===== config.mk =====
export PLATFORM = sky130hd
export DESIGN_NAME = cpu_core_membus
export DESIGN_NICKNAME = d
export VERILOG_FILES = /design/src/rtl/cpu_core_membus.sv
export SDC_FILE = /design/constraint.sdc
export NUM_CORES = 1
export LEC_CHECK = 0
export CORE_AREA = 3 3 169 171
export CTS_CLUSTER_SIZE = 20
export DETAILED_ROUTE_END_ITERATION = 8
export DIE_AREA = 0 0 172 174
export PLACE_DENSITY = 0.69
export SETUP_SLACK_MARGIN = 0.2
export SLEW_MARGIN = 20
export SYNTH_ARGS = -nofsm -noshare
export SYNTH_HDL_FRONTEND = slang
export SYNTH_SLANG_ARGS = --single-unit
export TNS_END_PERCENT = 50

===== constraint.sdc =====
create_clock -name clk -period 14.6 [get_ports clk]
set_input_delay 2.92 -clock clk [delete_from_list [all_inputs] [get_ports clk]]
set_output_delay 2.92 -clock clk [all_outputs]
set_load 0.02 [all_outputs]

===== src/rtl/cpu_core_membus.sv =====
// 16-bit-ISA CPU core with an external valid/ready memory bus.
// Registered bus request, bus timeout with error halt, and resume-from-halt.
module cpu_core_membus #(
    parameter int unsigned DATA_W      = 16,
    parameter int unsigned ADDR_W      = 16,
    parameter int unsigned MEM_TIMEOUT = 255
) (
    input  logic              clk,
    input  logic              rst,
    input  logic [15:0]       romData,
    input  logic              resume,
    input  logic              memReady,
    input  logic [DATA_W-1:0] memRdata,
    output logic              memReq,
    output logic              memWe,
    output logic [ADDR_W-1:0] memAddr,
    output logic [DATA_W-1:0] memWdata,
    output logic [ADDR_W-1:0] programCounter,
    output logic [DATA_W-1:0] displayReg,
    output logic              haltFlag,
    output logic              zeroFlag,
    output logic              carryFlag,
    output logic              busErr
);

    localparam int unsigned CNT_W = (MEM_TIMEOUT > 0) ? $clog2(MEM_TIMEOUT + 1) : 1;

    typedef enum logic [1:0] {EXEC, MEM_WAIT, HALT} stateT;

    stateT             state, stateNext;
    logic [DATA_W-1:0] regFile [8];
    logic [CNT_W-1:0]  waitCnt, waitCntNext;
    logic [2:0]        dstReg, dstNext;

    logic [ADDR_W-1:0] pcNext, memAddrNext;
    logic [DATA_W-1:0] memWdataNext;
    logic              memReqNext, memWeNext;
    logic              zeroNext, carryNext, haltNext, busErrNext;

    logic              wrEn, regWe;
    logic [2:0]        wrIdx;
    logic [DATA_W-1:0] wrData;

    // Instruction fields
    logic [1:0]  cls;
    logic [2:0]  rdIdx, rs1Idx, rs2Idx, ctlOp;
    logic [4:0]  aluOp;
    logic [10:0] imm11;
    logic [6:0]  off7;
    logic        isLoad;

    assign cls    = romData[15:14];
    assign rdIdx  = romData[13:11];
    assign rs1Idx = romData[10:8];
    assign rs2Idx = romData[7:5];
    assign aluOp  = romData[4:0];
    assign ctlOp  = romData[2:0];
    assign imm11  = romData[10:0];
    assign off7   = romData[6:0];
    assign isLoad = romData[7];

    // r7 reads back as the current PC
    logic [DATA_W-1:0] rs1Val, rs2Val, rdVal;
    assign rs1Val = (rs1Idx == 3'd7) ? DATA_W'(programCounter) : regFile[rs1Idx];
    assign rs2Val = (rs2Idx == 3'd7) ? DATA_W'(programCounter) : regFile[rs2Idx];
    assign rdVal  = (rdIdx  == 3'd7) ? DATA_W'(programCounter) : regFile[rdIdx];

    assign displayReg = regFile[6];

    // ALU: bit DATA_W is carry (add carry-out, sub borrow, shifted-out bit)
    logic [DATA_W:0] aluOut;
    logic            condMet;

    always_comb begin
        case (aluOp[2:0])
            3'd0:    aluOut = {1'b0, rs1Val} + {1'b0, rs2Val};
            3'd1:    aluOut = {1'b0, rs1Val} - {1'b0, rs2Val};
            3'd2:    aluOut = {1'b0, rs1Val & rs2Val};
            3'd3:    aluOut = {1'b0, rs1Val | rs2Val};
            3'd4:    aluOut = {1'b0, rs1Val ^ rs2Val};
            3'd5:    aluOut = {rs1Val, 1'b0};
            3'd6:    aluOut = {rs1Val[0], 1'b0, rs1Val[DATA_W-1:1]};
            default: aluOut = {1'b0, rs1Val};
        endcase
        case (aluOp[4:3])
            2'd0:    condMet = 1'b1;
            2'd1:    condMet = zeroFlag;
            2'd2:    condMet = carryFlag;
            default: condMet = ~zeroFlag;
        endcase
    end

    // Next-state and next-register values
    always_comb begin
        stateNext    = state;
        pcNext       = programCounter;
        wrEn         = 1'b0;
        wrIdx        = rdIdx;
        wrData       = aluOut[DATA_W-1:0];
        zeroNext     = zeroFlag;
        carryNext    = carryFlag;
        haltNext     = haltFlag;
        busErrNext   = busErr;
        memReqNext   = memReq;
        memWeNext    = memWe;
        memAddrNext  = memAddr;
        memWdataNext = memWdata;
        waitCntNext  = waitCnt;
        dstNext      = dstReg;

        case (state)
            EXEC: begin
                case (cls)
                    2'b01: begin
                        wrEn   = 1'b1;
                        wrData = DATA_W'(imm11);
                        pcNext = programCounter + ADDR_W'(1);
                    end
                    2'b11: begin
                        pcNext = programCounter + ADDR_W'(1);
                        if (condMet) begin
                            wrEn      = 1'b1;
                            zeroNext  = (aluOut[DATA_W-1:0] == '0);
                            carryNext = aluOut[DATA_W];
                        end
                    end
                    2'b00: begin
                        pcNext = programCounter + ADDR_W'(1);
                        case (ctlOp)
                            3'd0: begin
                                haltNext  = 1'b1;
                                stateNext = HALT;
                            end
                            3'd1:    zeroNext  = 1'b1;
                            3'd2:    zeroNext  = 1'b0;
                            3'd3:    carryNext = 1'b1;
                            3'd4:    carryNext = 1'b0;
                            default: ;
                        endcase
                    end
                    default: begin
                        memAddrNext = ADDR_W'(rs1Val) + ADDR_W'(off7);
                        memWeNext   = ~isLoad;
                        if (!isLoad) memWdataNext = rdVal;
                        dstNext     = rdIdx;
                        memReqNext  = 1'b1;
                        waitCntNext = '0;
                        stateNext   = MEM_WAIT;
                    end
                endcase
            end
            MEM_WAIT: begin
                if (memReady) begin
                    memReqNext = 1'b0;
                    pcNext     = programCounter + ADDR_W'(1);
                    stateNext  = EXEC;
                    if (!memWe) begin
                        wrEn   = 1'b1;
                        wrIdx  = dstReg;
                        wrData = memRdata;
                    end
                end else if (MEM_TIMEOUT != 0 && 32'(waitCnt) + 32'd1 == MEM_TIMEOUT) begin
                    busErrNext = 1'b1;
                    haltNext   = 1'b1;
                    memReqNext = 1'b0;
                    stateNext  = HALT;
                end else begin
                    waitCntNext = waitCnt + CNT_W'(1);
                end
            end
            HALT: begin
                if (resume) begin
                    haltNext   = 1'b0;
                    busErrNext = 1'b0;
                    stateNext  = EXEC;
                end
            end
            default: stateNext = EXEC;
        endcase

        // A write to r7 is a jump and replaces the PC increment
        regWe = wrEn && (wrIdx != 3'd7);
        if (wrEn && wrIdx == 3'd7) pcNext = ADDR_W'(wrData);
    end

    always_ff @(posedge clk) begin
        if (rst) begin
            state          <= EXEC;
            programCounter <= '0;
            for (int i = 0; i < 8; i++) regFile[i] <= '0;
            zeroFlag       <= 1'b0;
            carryFlag      <= 1'b0;
            haltFlag       <= 1'b0;
            busErr         <= 1'b0;
            memReq         <= 1'b0;
            memWe          <= 1'b0;
            memAddr        <= '0;
            memWdata       <= '0;
            waitCnt        <= '0;
            dstReg         <= '0;
        end else begin
            state          <= stateNext;
            programCounter <= pcNext;
            if (regWe) regFile[wrIdx] <= wrData;
            zeroFlag       <= zeroNext;
            carryFlag      <= carryNext;
            haltFlag       <= haltNext;
            busErr         <= busErrNext;
            memReq         <= memReqNext;
            memWe          <= memWeNext;
            memAddr        <= memAddrNext;
            memWdata       <= memWdataNext;
            waitCnt        <= waitCntNext;
            dstReg         <= dstNext;
        end
    end

endmodule


After elaboration in Yosys (flattened, before gate mapping)
Memories as Yosys holds them, arrays and structs flattened.
Index checks and enable logic that the tools add are counted.
W data, S select, Z words.
{"block": "classes", "add_sub_neg": 6, "eq_ne": 33, "muxes": 56, "n_bitwise": 6, "n_reduce_logical": 25}
{"op": "$mux W16", "count": 10}
{"op": "$pmux W17 S7", "count": 1}
{"op": "$pmux W16 S2", "count": 2}
{"op": "$mux W8", "count": 3}
{"op": "$eq A3 B3 Y1 const B", "count": 7}
{"op": "$reduce_and A4 Y1", "count": 5}
{"op": "$mux W1", "count": 19}
{"op": "$add A16 B16 Y17", "count": 1}
{"op": "$sub A16 B16 Y17", "count": 1}
{"op": "$add A16 B1 Y16 const B", "count": 1}
{"op": "$add A16 B7 Y16", "count": 1}
{"op": "$and A16 B16 Y16", "count": 1}
{"op": "$logic_not A16 Y1", "count": 1}
{"op": "$or A16 B16 Y16", "count": 1}
{"op": "$pmux W1 S2", "count": 8}
{"op": "$pmux W8 S2", "count": 1}
{"op": "$reduce_or A16 Y1", "count": 1}
{"op": "$xor A16 B16 Y16", "count": 1}
{"op": "$ne A2 B2 Y1 const B", "count": 7}
{"op": "$mux W3", "count": 4}
{"op": "$ne A3 B3 Y1 const B", "count": 4}
{"op": "$add A8 B1 Y9 const B", "count": 1}
{"op": "$eq A9 B8 Y1 const B", "count": 1}
{"op": "$reduce_and A3 Y1", "count": 3}
{"op": "other kinds (22)", "count": 41}
{"block": "word_totals", "ff_bits": 67, "mem_bits_rw": 128, "input_bits": 36, "out_inout_bits": 70, "word_cells": 139, "memories": 1}
{"memory": "regFile", "depth": 8, "word_bits": 16, "rd": 4, "rd_clocked_by_memory_dff": 0, "wr": 8, "line_no": "31", "rtl": "logic [DATA_W-1:0] regFile [8];"}

Logic depth before layout (Yosys ltp)
{"block": "depth", "depth_word": 11, "mapped_depth": 21, "ltp_nobuf": 18}

Worst setup path after synthesis
Ideal clock, no wire load.
{"block": "synth_path", "path_type": "input port to flip-flop", "startpoint": "input port romData[6]", "endpoint": "register programCounter[10]", "setup_ns": 0.116, "arrival_ns": 7.778, "t_required_ns": 14.484, "slack_ns": 6.706, "cell_stages": 20, "n_path_buf": 5, "path_cell_list": "clkbuf_1 > clkbuf_1 > clkbuf_1 > mux4_2 > mux2i_1 > ha_1 > and2_1 > clkbuf_1 > a21oi_1 > xnor2_1 > ha_1 > buf_2 > a21o_1 > a221oi_1 > nor2_1 > o311ai_2 > o211ai_1 > a222oi_1 > o21ai_0 > a31o_2"}
{"block": "synth_via", "elab_chain_cells": 8, "word_cells_on_any_way": 14, "classes_between": "add/sub (2); eq/ne (1); mux (7); bitwise (3); memory (1)"}
{"item": "start, declared", "line_no": "10", "rtl": "input logic [15:0] romData,"}
{"item": "$mem_v2 Z8 W16 / $eq A3 B3 Y1 (equally long branches)"}
{"item": "$mux W16 *", "line_no": "65", "rtl": "assign rs2Val = (rs2Idx == 3'd7) ? DATA_W'(programCounter) : regFile[rs2Idx];"}
{"item": "$sub A16 B16 Y17 (tied with other cells)", "line_no": "77", "rtl": "3'd1: aluOut = {1'b0, rs1Val} - {1'b0, rs2Val};"}
{"item": "$pmux W17 S7 *", "line_no": "75", "rtl": "case (aluOp[2:0])"}
{"item": "$mux W16", "line_no": "157", "rtl": "if (!memWe) begin"}
{"item": "$mux W16", "line_no": "153", "rtl": "if (memReady) begin"}
{"item": "$pmux W16 S2 *", "line_no": "111", "rtl": "case (state)"}
{"item": "$mux W16 *", "line_no": "183", "rtl": "if (wrEn && wrIdx == 3'd7) pcNext = ADDR_W'(wrData);"}
{"item": "end signal, assigned", "line_no": "203", "rtl": "programCounter <= pcNext;"}
{"item": "end, declared", "line_no": "18", "rtl": "output logic [ADDR_W-1:0] programCounter,"}
Every way passes the cells marked *; elsewhere a longest branch is shown, timed or not.
A chain may end at the register's enable or synchronous reset.

Worst setup path in the final report
{"block": "layout_path", "startpoint": "input port romData[2]", "endpoint": "register programCounter[12]"}
{"block": "layout_via", "elab_chain_cells": 6, "word_cells_on_any_way": 13, "classes_between": "eq/ne (6); mux (6); reduce/logical (1)"}
{"item": "$eq A3 B3 Y1 (tied with other cells)", "line_no": "75"}
{"item": "$pmux W17 S7 *", "line_no": "75"}
{"item": "$mux W16", "line_no": "157"}
{"item": "$mux W16", "line_no": "153"}
{"item": "$pmux W16 S2 *", "line_no": "111"}
{"item": "$mux W16 *", "line_no": "183"}
Marks and branches as above.

==> results_dict.tcl <==
set metrics [dict create \
    status "complete, no violations" \
    pwr-share-clk 0.286 \
    crit_fanout 26 \
    die_area_um2 29900 \
    power.density_nw_per_um2 109 \
    slowest_delay_ps 1230 \
    clock_path_buffers 2 \
    mostFrequentLayoutCell "nor2_1" \
    finalSetupViolations 0 \
    min_period_ps 9040 \
    slowest_stage "clkdlybuf4s50_1" \
    peakVddDrop_mv 0.0638 \
    synth_ff_type "edfxtp_1" \
    cts_resized 0 \
    viasPerCell 6.77 \
    avgSynthCellArea_um2 9.82 \
    postSynthCellCount 1376 \
    p_int_mw 1.04 \
    drv_slew 0 \
    rrSetupSlack_ps 8750 \
    die_h_um 174 \
    p_sw_mw 0.639 \
    hp-start "memAddr[1]" \
    mostFrequentLayoutCells "213 x nor2_1, 112 x edfxtp_1, 109 x nand2_1, 99 x clkdlybuf4s50_1, 90 x a21oi_1" \
    netlist_area_um2 13500 \
    grt_remaining_overflow 0 \
    max_slew_margin 0.193 \
    synth_async_sr_flop_share 0 \
    first_pass_iters 8 \
    final_cells 1796 \
    p_comb_frac 0.359 \
    clockRootBuffer "clkbuf_16" \
    place_congestion 1.02 \
    htree_levels 4 \
    numClockSinks 179 \
    critPathRequiredTime_ps 14870 \
    critPathLaunchType "primary input" \
    crit_start "romData[2]" \
    yosysWarnings 0 \
    grt_max_degree 69 \
    p_leak_nw 5.85 \
    antenna_found_initial 0 \
    synth_top_area_share 0.249 \
    dp_cells 1763 \
    start_util 0.500 \
    cts_tree "done" \
    netlist-cell-type-count 87 \
    yosysSeqAreaShare 0.348 \
    port_buffers 105 \
    hold_viol 0 \
    criticalPathCategory "primary input to register" \
    drt_iter0_markers 1595 \
    total_power_mw 1.68 \
    fin_worst_skew_ps 20.2 \
    end_kind "register" \
    drive_above_1_share 0.133 \
    max_clock_freq_ghz 0.111 \
    track_usage 0.318 \
    cts_made_buffers 17 \
    synthTopCellsByArea "edfxtp_1 25%, mux4_2 12%, dfxtp_1 9.9%, ha_1 6.3%, nor2_1 5.9%" \
    swShare 0.381 \
    crit_chain "clkdlybuf4s50_1, clkinv_1, nand2_1, nor2_1, a21oi_1, xnor2_1, ha_1, a21o_1, a221oi_1, o21bai_1, a31o_2, a221o_1, a22oi_1, nor2_1, a21oi_1, a21oi_1" \
    pre_cts_ws_ps 5420 \
    utilization 0.571 \
    maxCapViolCount 0 \
    fin_nets 1548 \
    area_growth_pct 14.2 \
    cts_hold_buf 0 \
    worstSkewPairLatency_ps 450 \
    post_cts_buffers 0 \
    fin_ws_ps 5560 \
    reg2reg_from "regFile[6][0]" \
    routed_wl_um 48500 \
    io_pins 106 \
    clk_pin_slew_ps 70 \
    fp.dieW_um 172 \
    syn_nets 1482 \
    hpwl_um 33900 \
    grt_pass1_vias 11600 \
    routedWlPerCell_um 27.0 \
    coreArea_um2 27000 \
    grt_setup_unrepaired "no" \
    pwr-share-seq 0.355 \
    ant_nets 0 \
    worstMarginPinSlew_ps 1200 \
    n_antenna_cell 0 \
    critical_path_arrival_ps 9320 \
    drcViolationCount 0 \
    cp_common_cell "a21oi_1" \
    period_share 0.619 \
    num_rows 60 \
    grt_pass1_wl_um 71600 \
    setup_tns_ps 0 \
    synth_top_cell_by_area "edfxtp_1" \
    synth_enable_flop_cells 112 \
    ys_ff_latch 179 \
    vias 12200 \
    hold_path.class "register to register" \
]
## routing by layer
metal	track usage	up-vias	routed length [um]
met2	0.506	753	22600
met3	0.0696	164	4870
met1	0.411	5933	18200
met4	0.156	0	2780
li1	-	5315	-
met5	0	-	0
## cell usage after synthesis, types with 6 or more instances
cell        n
mux4_2     71
nor2b_1    15
edfxtp_1  112
a31oi_1    10
and2_1      7
a22oi_1    18
nand4_1     7
and3_1     12
buf_1      10
o31ai_1     6
o211ai_1   10
mux4_1     11
dfxtp_1    67
mux2i_1    60
or2_2       7
or3_1       8
mux2_2      9
clkbuf_1   66
a21o_1     13
o21ai_0    59
a222oi_1    9
nand2_1   110
nand3_1    22
a211oi_1   23
ha_1       68
xor2_1      6
o22ai_1     9
a21oi_1    90
nand2b_1   19
xnor2_1    31
inv_1      39
nor2_1    214
a221oi_1   13
buf_2      13
nor3_1     15
nand3b_1   14
## sequential cells by signal, summed over array words and instances, names as in the netlist
signal	cells
dstReg	3
memWdata	16
regFile	112
carryFlag	1
waitCnt	8
haltFlag	1
programCounter	16
zeroFlag	1
memWe	1
memAddr	16
memReq	1
busErr	1
state	2
## final timing paths
kind / to / depth (start not counted)
max: programCounter[12] / 16
min: memAddr[1] / 2
max reg2reg: programCounter[12] / 15
min reg2reg: memAddr[1] / 2
## cell type report
cell class / instances / area (um^2)
Tap cell: 341 / 427
Timing Repair Buffer: 143 / 1300
Clock buffer: 17 / 425
Clock inverter: 15 / 190
Inverter: 46 / 173
Multi-Input combinational cell: 1055 / 8220
Fill cell: 2350 / 11600
Sequential cell: 179 / 4700
## cell families (layout without fill, tap and decap cells)
logic type / count (synthesis) / in the layout / synth area share
fa+ha+maj: 70 / 70 / 0.0659
mux: 153 / 153 / 0.195
flops: 179 / 179 / 0.348
compound gates: 328 / 328 / 0.166
simple gates: 467 / 467 / 0.157
xor+xnor: 37 / 37 / 0.0240
buf+inv: 142 / 221 / 0.0443
## power groups by stage
stage          Clock (mW)  Combinational (mW)  Sequential (mW)
2_1_floorplan           0               0.373            0.608
3_3_place_gp            0               0.581            0.604
3_5_place_dp            0               0.585            0.606
4_1_cts             0.482               0.589            0.594
5_1_grt             0.503               0.640            0.598
6_report            0.480               0.603            0.595
## stage by stage
stage	area (um^2)	hold WS (ps)
after floorplan	13500	450
after global placement	14800	446
after detailed placement	14800	449
after CTS	15400	459
after global routing	15400	490
final	15400	457
## critical path, delay by kind of cell
kind | cells | cell delay, ps
XOR/XNOR | 1 | 90
AO/OA/AOI/OAI | 9 | 2840
adder cells (fa/ha/maj) | 1 | 410
buffers and inverters | 2 | 2140
AND/OR/NAND/NOR | 3 | 860
No activity file was read; power rests on OpenSTA's default activity.
==> RTL edit, RTL diff (same flow settings) <==
The parameter `DATA_W` goes from 16 to 18.
--- a/src/rtl/cpu_core_membus.sv
+++ b/src/rtl/cpu_core_membus.sv
@@ -1,7 +1,7 @@
 // 16-bit-ISA CPU core with an external valid/ready memory bus.
 // Registered bus request, bus timeout with error halt, and resume-from-halt.
 module cpu_core_membus #(
-    parameter int unsigned DATA_W      = 16,
+    parameter int unsigned DATA_W      = 18,
     parameter int unsigned ADDR_W      = 16,
     parameter int unsigned MEM_TIMEOUT = 255
 ) (
Interface: changed (resized displayReg, memRdata and memWdata); port bits go from 106 to 112. The function was not compared with the original's and may differ.
==> RTL edit against the unedited design <==
- global-route usage is 3.1 points higher
- power rose by 3.5%
- first-iteration DRC count up 8.3%
- cell area rose by 7.9%
- register-to-register slack improved by 0.27 ns
- wire length grew 8.3%
- area after synthesis rose by 8.9%
- utilization up 4.5 points
- fmax rose by 3.1%
- cell count is 5.5% higher
- sequential cell count grew 16
- worst setup slack improved by 0.27 ns
- critical path type unchanged
- largest cell class unchanged
==> RTL edit: results (changes against the unedited design) <==
| Metric | Value |
|---|---|
| Status | `complete, no violations` |
| Via count | `13260 (+9.0%)` |
| Avg Inst Size Synth | `10.05 µm² (+2.3%)` |
| Crit Path Max Fanout | `15 (-42%)` |
| Post-synth ARST share | `0% (unchanged)` |
| CP delay by family, top | `compound AO/OA/AOI/OAI gates` |
| FILL cells | `2286 (-2.7%)` |
| Post-CTS Resized | `0 (unchanged)` |
| Nets | `1653 (+6.8%)` |
| Avg WL per Cell | `27.72 µm (+2.7%)` |
| Critical path's slowest cell | `clkinv_1` |
| HP Start | `memAddr[6]$_SDFFE_PP0P_` |
| Initial antenna violation count | `0 (unchanged)` |
| Crit. Startpoint | `romData[10]` |
| Unique masters post-synth | `92 (+5.7%)` |
| Share of cells above drive strength 1 | `13.33% (about the same)` |
| Top flop regs | `regFile x126, memWdata x18` |
| CTS Buf Count | `17 (unchanged)` |
| Synth Warn # | `0 (unchanged)` |
| Worst Skew | `0.02598 ns (+0.005772 ns)` |
| Number of buffers on the longest clock path | `2 (unchanged)` |
| Overall Global Routing Usage | `34.89% (+3.1 points)` |
| CP max stage delay | `0.97 ns (-0.26 ns)` |
| Seq. cell area | `0.005165 mm² (+9.8%)` |
| Area after DPL | `0.01604 mm² (+8.3%)` |
| Sequential area share after synthesis | `35.09% (+0.28 points)` |
| First-pass GRT wire length | `78870 µm (+10%)` |
| P_sw | `0.6552 mW (+2.5%)` |
| Synth cell count leaders | `nor2_1 (223), edfxtp_1 (126), nand2_1 (111)` |
| Syn_nets | `1578 (+6.5%)` |
| Initial drt markers | `1728 (+8.3%)` |
| Max VDD drop | `0.00007820 V (+23%)` |
| Routability cong. | `0.9915 (-3.0%)` |
| Post-synth EDFFs | `126 (+13%)` |
| Slew Viols, Final | `0 (unchanged)` |
| Post-CTS Setup Bufs | `0 (unchanged)` |
| HPWL Detailed | `35960 µm (+6.0%)` |
| CTS H-tree lvls | `4 (unchanged)` |
| Largest net degree at the start of global routing | `54 (-22%)` |
| RR Startpoint | `regFile[6][7]$_SDFFCE_PN0P_` |
| Hold path cells | `2 (unchanged)` |
| PortBufs | `111 (+5.7%)` |
| Ant. Diodes | `0 (unchanged)` |
| Root buffer cell | `clkbuf_16` |
| First-pass detailed-route iteration total | `6 (-2)` |
| Ys flop type | `edfxtp_1` |
| Worst endpoint data arrival time | `8.93 ns (-0.39 ns)` |
| Least-Margin Pin Slew | `1.160 ns (-0.04449 ns)` |
| LEAKAGE | `6.231 nW (+6.5%)` |
| Hold Crit Class | `flop to flop` |
| Clock latency at the later pin of the worst-skew pair | `0.45 ns (about the same)` |
| Max FFs per register | `126 (+13%)` |
| Clk slew on worst S/H paths | `0.08 ns` |
| Cell count of the worst reg-to-reg path | `18 (+3)` |
| Ranking of synthesized cells by area | `edfxtp_1 (26%), mux4_2 (13%), dfxtp_1 (9.4%)` |
[RTL edit: cell count changes after synthesis, moves of 11 or more]
| cell | delta |
|---|---|
| nor3_1 | +11 |
| inv_1 | +13 |
| mux4_2 | +11 |
| edfxtp_1 | +14 |
| o22ai_1 | +14 |
| clkbuf_1 | -14 |
[RTL edit: worst paths after layout]
path | end | slack (ns)
hold reg to reg | memAddr[6]$_SDFFE_PP0P_ | 0.46
setup reg to reg | regFile[3][16]$_SDFFCE_PN0P_ | 9.02
hold / removal | memAddr[6]$_SDFFE_PP0P_ | 0.46
setup / recovery | regFile[3][16]$_SDFFCE_PN0P_ | 5.83
[RTL edit: cell families after synthesis]
family	synth area share [%]
compound gates	16.57
xor+xnor	2.380
fa+ha+maj	6.477
buf+inv	4.675
flops	35.09
mux	19.69
simple gates	15.12
[RTL edit: final cells by class]
cell class,count,share of cell area [%]
Multi-Input combinational cell,1120,53.34
Timing Repair Buffer,149,8.153
Clock buffer,18,2.575
Inverter,57,1.284
Sequential cell,195,30.99
Tap cell,341,2.560
Clock inverter,14,1.096
[RTL edit: per-stage QoR]
stage	power (mW)	std cells	worst slack, ns
floorplan	1.042	1465	7.025
global placement	1.234	1861	5.698
detailed placement	1.239	1861	5.612
CTS	1.722	1893	6.029
global route	1.801	1894	5.698
finish	1.736	1894	5.828
[RTL edit: worst reg2reg max path, delay by kind of cell, from the launching register on]
family | cells | cell delay, ns
XOR/XNOR | 1 | 0.17
AO/OA/AOI/OAI | 8 | 1.75
adder cells (fa/ha/maj) | 1 | 0.39
multiplexers | 2 | 1.13
flip-flops | 1 | 0.44
AND/OR/NAND/NOR | 6 | 1.43
[RTL edit: layer usage]
metal | global-route usage (%) | part of all wire [%] | vias to the layer above
li1 | - | - | 5727
met1 | 48.48 | 39 | 6508
met2 | 52.77 | 46 | 876
met3 | 7.664 | 11 | 149
met4 | 15.14 | 4.7 | 0
met5 | 0 | 0 | -
[RTL edit: power by group through the flow]
stage	combinational (mW)	clock, mW	sequential (mW)
after global routing	0.642	0.510	0.650
final	0.601	0.489	0.646
after floorplan	0.380	0	0.662
after CTS	0.586	0.490	0.645
after detailed placement	0.582	0	0.657
after global placement	0.579	0	0.655
